File: src/rtl/rvga_ddr_arbiter.sv
// -----------------------------------------------------------------------------
// rvga_ddr_arbiter
//
// Shares one DDR request/response port between the core's instruction-fetch
// path (read-only) and its data path (read/write). One transaction is in
// flight at a time: the winning request is latched in IDLE, driven to DDR
// while busy, and the DDR response is routed back combinationally to its
// owner. Ties are broken round-robin; a watchdog ends a transaction that DDR
// never answers, returning TIMEOUT_DATA and setting a sticky error flag.
//
// Parameters
//   TIMEOUT      : busy cycles allowed before the watchdog fires (0 = off)
//   TIMEOUT_DATA : read data returned on a watchdog-terminated transaction
//
// Ports
//   clk, rst                     : clock, synchronous active-high reset
//   i_addr, i_read               : fetch request
//   i_rdata, i_resp              : fetch response (resp is a one-cycle pulse)
//   d_addr, d_read, d_write,
//   d_wdata                      : data request
//   d_rdata, d_resp              : data response (resp is a one-cycle pulse)
//   ddr_addr, ddr_read,
//   ddr_write, ddr_wdata         : request towards DDR
//   ddr_rdata, ddr_resp          : response from DDR
//   err                          : sticky watchdog error
// -----------------------------------------------------------------------------
module rvga_ddr_arbiter #(
    parameter int unsigned TIMEOUT      = 64,
    parameter logic [31:0] TIMEOUT_DATA = 32'hDEADBEEF
) (
    input  logic        clk,
    input  logic        rst,

    input  logic [31:0] i_addr,
    input  logic        i_read,
    output logic [31:0] i_rdata,
    output logic        i_resp,

    input  logic [31:0] d_addr,
    input  logic        d_read,
    input  logic        d_write,
    input  logic [31:0] d_wdata,
    output logic [31:0] d_rdata,
    output logic        d_resp,

    output logic [31:0] ddr_addr,
    output logic        ddr_read,
    output logic        ddr_write,
    output logic [31:0] ddr_wdata,
    input  logic [31:0] ddr_rdata,
    input  logic        ddr_resp,

    output logic        err
);

    // Watchdog counter is wide enough to reach TIMEOUT; at least one bit so
    // the design still elaborates with the watchdog disabled.
    localparam int CW = (TIMEOUT == 0) ? 1 : $clog2(TIMEOUT + 1);
    localparam logic [CW-1:0] CNT_LIMIT = (TIMEOUT == 0) ? '0 : CW'(TIMEOUT - 1);

    typedef enum logic [1:0] {
        IDLE,
        BUSY_I,
        BUSY_D
    } state_t;

    state_t        state_q, state_d;
    logic [31:0]   op_addr, op_wdata;
    logic          op_we;
    logic          prio;          // 0: data wins a tie, 1: fetch wins a tie
    logic [CW-1:0] cnt;
    logic [31:0]   i_rdata_q, d_rdata_q;

    logic          fetch_req, data_req;
    logic          grant_i, grant_d;
    logic          busy, done, tmo;
    logic [31:0]   resp_data;

    assign fetch_req = i_read;
    assign data_req  = d_read | d_write;
    assign busy      = (state_q != IDLE);

    always_comb begin
        state_d   = state_q;
        grant_i   = 1'b0;
        grant_d   = 1'b0;
        done      = 1'b0;
        tmo       = 1'b0;
        resp_data = ddr_rdata;
        ddr_addr  = '0;
        ddr_wdata = '0;
        ddr_read  = 1'b0;
        ddr_write = 1'b0;
        i_resp    = 1'b0;
        d_resp    = 1'b0;
        i_rdata   = i_rdata_q;
        d_rdata   = d_rdata_q;

        case (state_q)
            IDLE: begin
                if (fetch_req && (!data_req || prio)) begin
                    grant_i = 1'b1;
                    state_d = BUSY_I;
                end else if (data_req) begin
                    grant_d = 1'b1;
                    state_d = BUSY_D;
                end
            end
            BUSY_I, BUSY_D: begin
                ddr_addr  = op_addr;
                ddr_wdata = op_wdata;
                ddr_write = op_we;
                ddr_read  = ~op_we;
                // A real DDR response takes precedence over the watchdog
                // when both land in the same cycle.
                if (ddr_resp) begin
                    done = 1'b1;
                end else if (TIMEOUT != 0 && cnt == CNT_LIMIT) begin
                    done = 1'b1;
                    tmo  = 1'b1;
                end
                resp_data = ddr_resp ? ddr_rdata : TIMEOUT_DATA;
                // Reset aborts silently: no response pulse in the reset cycle.
                if (done && !rst) begin
                    state_d = IDLE;
                    if (state_q == BUSY_I) begin
                        i_resp  = 1'b1;
                        i_rdata = resp_data;
                    end else begin
                        d_resp  = 1'b1;
                        d_rdata = resp_data;
                    end
                end
            end
            default: state_d = IDLE;
        endcase
    end

    always_ff @(posedge clk) begin
        if (rst) begin
            state_q   <= IDLE;
            op_addr   <= '0;
            op_wdata  <= '0;
            op_we     <= 1'b0;
            prio      <= 1'b0;
            cnt       <= '0;
            err       <= 1'b0;
            i_rdata_q <= '0;
            d_rdata_q <= '0;
        end else begin
            state_q <= state_d;

            // Latch the winner; the loser keeps requesting and gets the
            // next tie because prio now points at it.
            if (grant_i) begin
                op_addr  <= i_addr;
                op_wdata <= '0;
                op_we    <= 1'b0;
                prio     <= 1'b0;
                cnt      <= '0;
            end else if (grant_d) begin
                op_addr  <= d_addr;
                op_wdata <= d_wdata;
                op_we    <= d_write;
                prio     <= 1'b1;
                cnt      <= '0;
            end

            // Saturating so a disabled watchdog never wraps.
            if (busy && !done && cnt != '1)
                cnt <= cnt + 1'b1;

            if (i_resp)
                i_rdata_q <= i_rdata;
            if (d_resp)
                d_rdata_q <= d_rdata;
            if (tmo)
                err <= 1'b1;
        end
    end

endmodule
File: config.mk
export PLATFORM = sky130hd
export DESIGN_NAME = rvga_ddr_arbiter
export DESIGN_NICKNAME = d
export VERILOG_FILES = /design/src/rtl/rvga_ddr_arbiter.sv
export SDC_FILE = /design/constraint.sdc
export NUM_CORES = 1
export LEC_CHECK = 0
export CAP_MARGIN = 40
export CORE_MARGIN = 2
export CORE_UTILIZATION = 47
export DETAILED_ROUTE_END_ITERATION = 10
export PLACE_DENSITY = 0.88
export SLEW_MARGIN = 40
export SYNTH_ARGS = -nofsm -noshare
export SYNTH_HDL_FRONTEND = slang
export SYNTH_SLANG_ARGS = --single-unit
File: constraint.sdc
create_clock -name clk -period 5.6 [get_ports clk]
set_input_delay 1.12 -clock clk [delete_from_list [all_inputs] [get_ports clk]]
set_output_delay 1.12 -clock clk [all_outputs]
set_load 0.03 [all_outputs]
==> summary.md <==
| Metric | Value |
|---|---|
| Status | complete, no violations |
| R2R depth | 6 |
| Hold Crit Depth | 2 |
| Post-route minimum period | around 4800 ps |
| Crit path required time | about 4500 ps |
| Top cell type's share of synthesized area | 43.8% |
| Layout area overhead | 51.0% |
| Post-CTS Setup Inserts | 0 |
| Seq/Total Area, Yosys | between 40% and 50% |
| Switching Share | approximately a third |
| Routed Wire Length | slightly below 20000 um |
| Drt first-iter violations | 645 |
| Mean Syn Cell Area | 7.94 um2 |
| Gr busiest metal | met2 |
| Sequential share of power | approximately a third |
| TritonCTS buffer count | 17 |
| Initial core utilization | between 40% and 50% |
| Pwr dens | ~370 mW/mm2 |
| Crit path kind | primary input to primary output |
| Die Area | approximately 0.015 mm2 |
| PostCTS Resize Cnt | 0 |
| Worst-path clk slew | approximately 60 ps |
| Filler Cells Inserted | a little over 1000 |
| H-tree levels | 4 |
| Antenna-violating nets left | 0 |
| CP max FO | 40 |
| RSZ-0062 raised after global routing | no |
| Port bufs | roughly 270 |
| Global-route wire length before repair | slightly above 30000 um |
| Final period utilization | 84.9% |
| Flops & latches, synth | between 100 and 150 |
| Largest cells by area after synthesis | dfxtp_1 44%, a21oi_1 9.7%, and2_1 6.4%, nand2_1 6.1%, nor2_1 5.2% |
| YS warnings | 0 |
| Final Hold Fails | 0 |
| Core Util, Final | 72.9% |
| Most used DFF post-synth | dfxtp_1 |
| Clock share of power | approximately 32% |
| Number of antenna violations at the first check in global routing | 1 |
| Layout cells sized above 1 | just over 7% |
| DR pass1 iterations | 7 |
| Pint | 0.00236 W |
| Pleak | 3.72 nW |
| Syn Inst Count | slightly above 800 |
| Grt met3 use | ~10% |
| Power, Total | between 0.003 and 0.004 W |
| Measured slew at the worst slew-check pin | between 700 and 800 ps |
| GR Util All Layers | a little over a quarter |
| Total congestion overflow | 0 |
| Max_slew headroom | a little under half |
| Via/cell ratio | 5.27 |
| Multi-input gate area | 0.00308 mm2 |
| Hold Path Class | flip-flop to flip-flop |
| Final Setup Violations | 0 |
| Post-synth EDFFs | 0 |
| Syn nets | roughly 940 |
| Final #Nets | ~1200 |
| FMAX | 0.210 GHz |
| Placer Congestion | roughly 0.84 |
| Post-cts hold buffer count | 0 |
| Worst skew pair latency | 420 ps |
| Max-slew violations | 0 |
| WP data arrival | between 3000 and 4000 ps |
| Met1 Usage GRT | 31.3% |
| Die Height | around 120 um |
| Reg area | 0.00280 mm2 |
| Peak supply drop | around 0.27 mV |
| Crit. End Element | primary output |
| Switching power | between 0.001 and 0.0015 W |
| Mapped Area | approximately 0.0064 mm2 |
| Combinational power share | 34.4% |
| Clock sinks | 140 |
| Asr flop ratio synth | 0% |
| Via count | between 6000 and 7000 |
| Setup WS pre-CTS | between 800 and 900 ps |
| I/O pins | 267 |
| CP Launch Type | primary input |
| Final worst slack | between 800 and 900 ps |
| Vias in the first global route | roughly 6000 |
| Drt drc | 0 |
| CTS max path bufs | 2 |
| Post-DP HPWL | 13200 um |
| Setup TNS | 0 ps |
| Clock Root Buffer | clkbuf_16 |
| Core Region | 0.0132 mm2 |
| GR Util met2 | between 40% and 50% |
| Distinct cell type count after synthesis | between 40 and 50 |
| Largest net degree at the start of global routing | 71 |
| Die Wd | 121 um |
| Clk_skew | around 5.6 ps |
| Max_cap viols | 0 |
| CTS tree | done |
| Post-synth top area cell | dfxtp_1 |
| # rows | 42 |
| # diodes | 0 |
| Routed wire per std cell | between 15 and 20 um |
==> cell usage after synthesis (all sizes together), types with 2 or more instances <==
master and number:
inv 55, a211oi 3, or2 4, nor2b 2, nand3 4, a222oi 32, nor3 2, o32ai 2
nand3b 3, dfxtp 140, nor2 88, nand2b 52, and3 3, o31ai 2, a22o 3, a21oi 144
and2 66, nand2 104, a31oi 2, clkbuf 32, o21ai 18, buf 27, ha 3
==> layout by cell type, fill, tap and decap left out, types with 2 or more instances in the layout <==
master           count
clkdlybuf4s50_1    265
nor3_1               2
nand2_1            104
clkinvlp_4           4
nand2b_1            51
a21oi_2             20
inv_1               54
clkinv_2             5
buf_4                9
dfxtp_1            140
a211oi_1             3
a222oi_1            32
and3_2               2
or2_2                3
o32ai_1              2
nor2_1              88
a22o_1               3
nor2b_1              2
clkbuf_8             2
nand3b_1             3
clkbuf_16           17
a21oi_1            124
nand3_1              4
and2_1              65
ha_1                 2
bufinv_16            3
o21ai_0             18
==> final cells by class <==
| cell class | count | share of cell area [%] |
|---|---|---|
| repair buffers | 276 | 28.4 |
| multi-input cells | 552 | 31.9 |
| inverters | 55 | 2.14 |
| clock inverters | 12 | 1.50 |
| well taps | 176 | 2.28 |
| flip-flops and latches | 140 | 29.0 |
| clock buffers | 20 | 4.73 |
==> path summary, 6_finish.rpt <==
check,from,to,slack [ps]
setup reg to reg,cnt[0],d_rdata_q[9],3210
setup / recovery,ddr_resp,d_rdata[23],840
hold / removal,op_wdata[25],op_wdata[25],450
hold reg to reg,op_wdata[25],op_wdata[25],450
==> per-layer routing <==
layer / wire length (um) / share of wire (%) / vias to the layer above
li1: - / - / 3175
met1: 7720 / 40 / 3005
met2: 9240 / 48 / 266
met3: 1780 / 9.2 / 41
met4: 542 / 2.8 / 2
met5: 13 / 0.067 / -
==> flip-flops by register name (all words and copies together), names as in the netlist <==
signal	cells
d_rdata_q	32
state_q	2
op_we	1
cnt	7
err	1
op_wdata	32
prio	1
i_rdata_q	32
op_addr	32
==> power by group through the flow <==
stage / clock network, W / logic (W) / registers, W
4_1_cts: 0.00116 / 0.00123 / 0.00120
3_5_place_dp: 0 / 0.00122 / 0.00122
6_report: 0.00114 / 0.00123 / 0.00120
5_1_grt: 0.00121 / 0.00132 / 0.00122
3_3_place_gp: 0 / 0.00121 / 0.00122
2_1_floorplan: 0 / 0.000778 / 0.00120
==> cells by family (layout without fill, tap and decap cells) <==
group | count (synthesis) | count (layout) | synth area share [%]
AND/OR/NAND/NOR | 331 | 331 | 25.0
AO/OA/AOI/OAI | 216 | 216 | 22.2
multiplexers | 1 | 1 | 0.176
XOR/XNOR | 1 | 1 | 0.137
buffers and inverters | 114 | 363 | 8.12
adder cells (fa/ha/maj) | 3 | 3 | 0.587
flip-flops | 140 | 140 | 43.8
==> worst max-delay path, stage by stage <==
cell             delay [ps]
clkdlybuf4s50_1         540
a31oi_4                 420
nand2b_2                710
a21oi_1                 200
clkdlybuf4s50_1         630
==> through the flow <==
stage | cell area [um2] | cells | hold WS (ps)
after CTS | 9660 | 1231 | 450
after detailed placement | 9060 | 1199 | 442
after global placement | 9060 | 1199 | 436
after floorplan | 6400 | 806 | 429
final | 9660 | 1231 | 447
after global routing | 9660 | 1231 | 461
(Power assumes the default switching activity.)
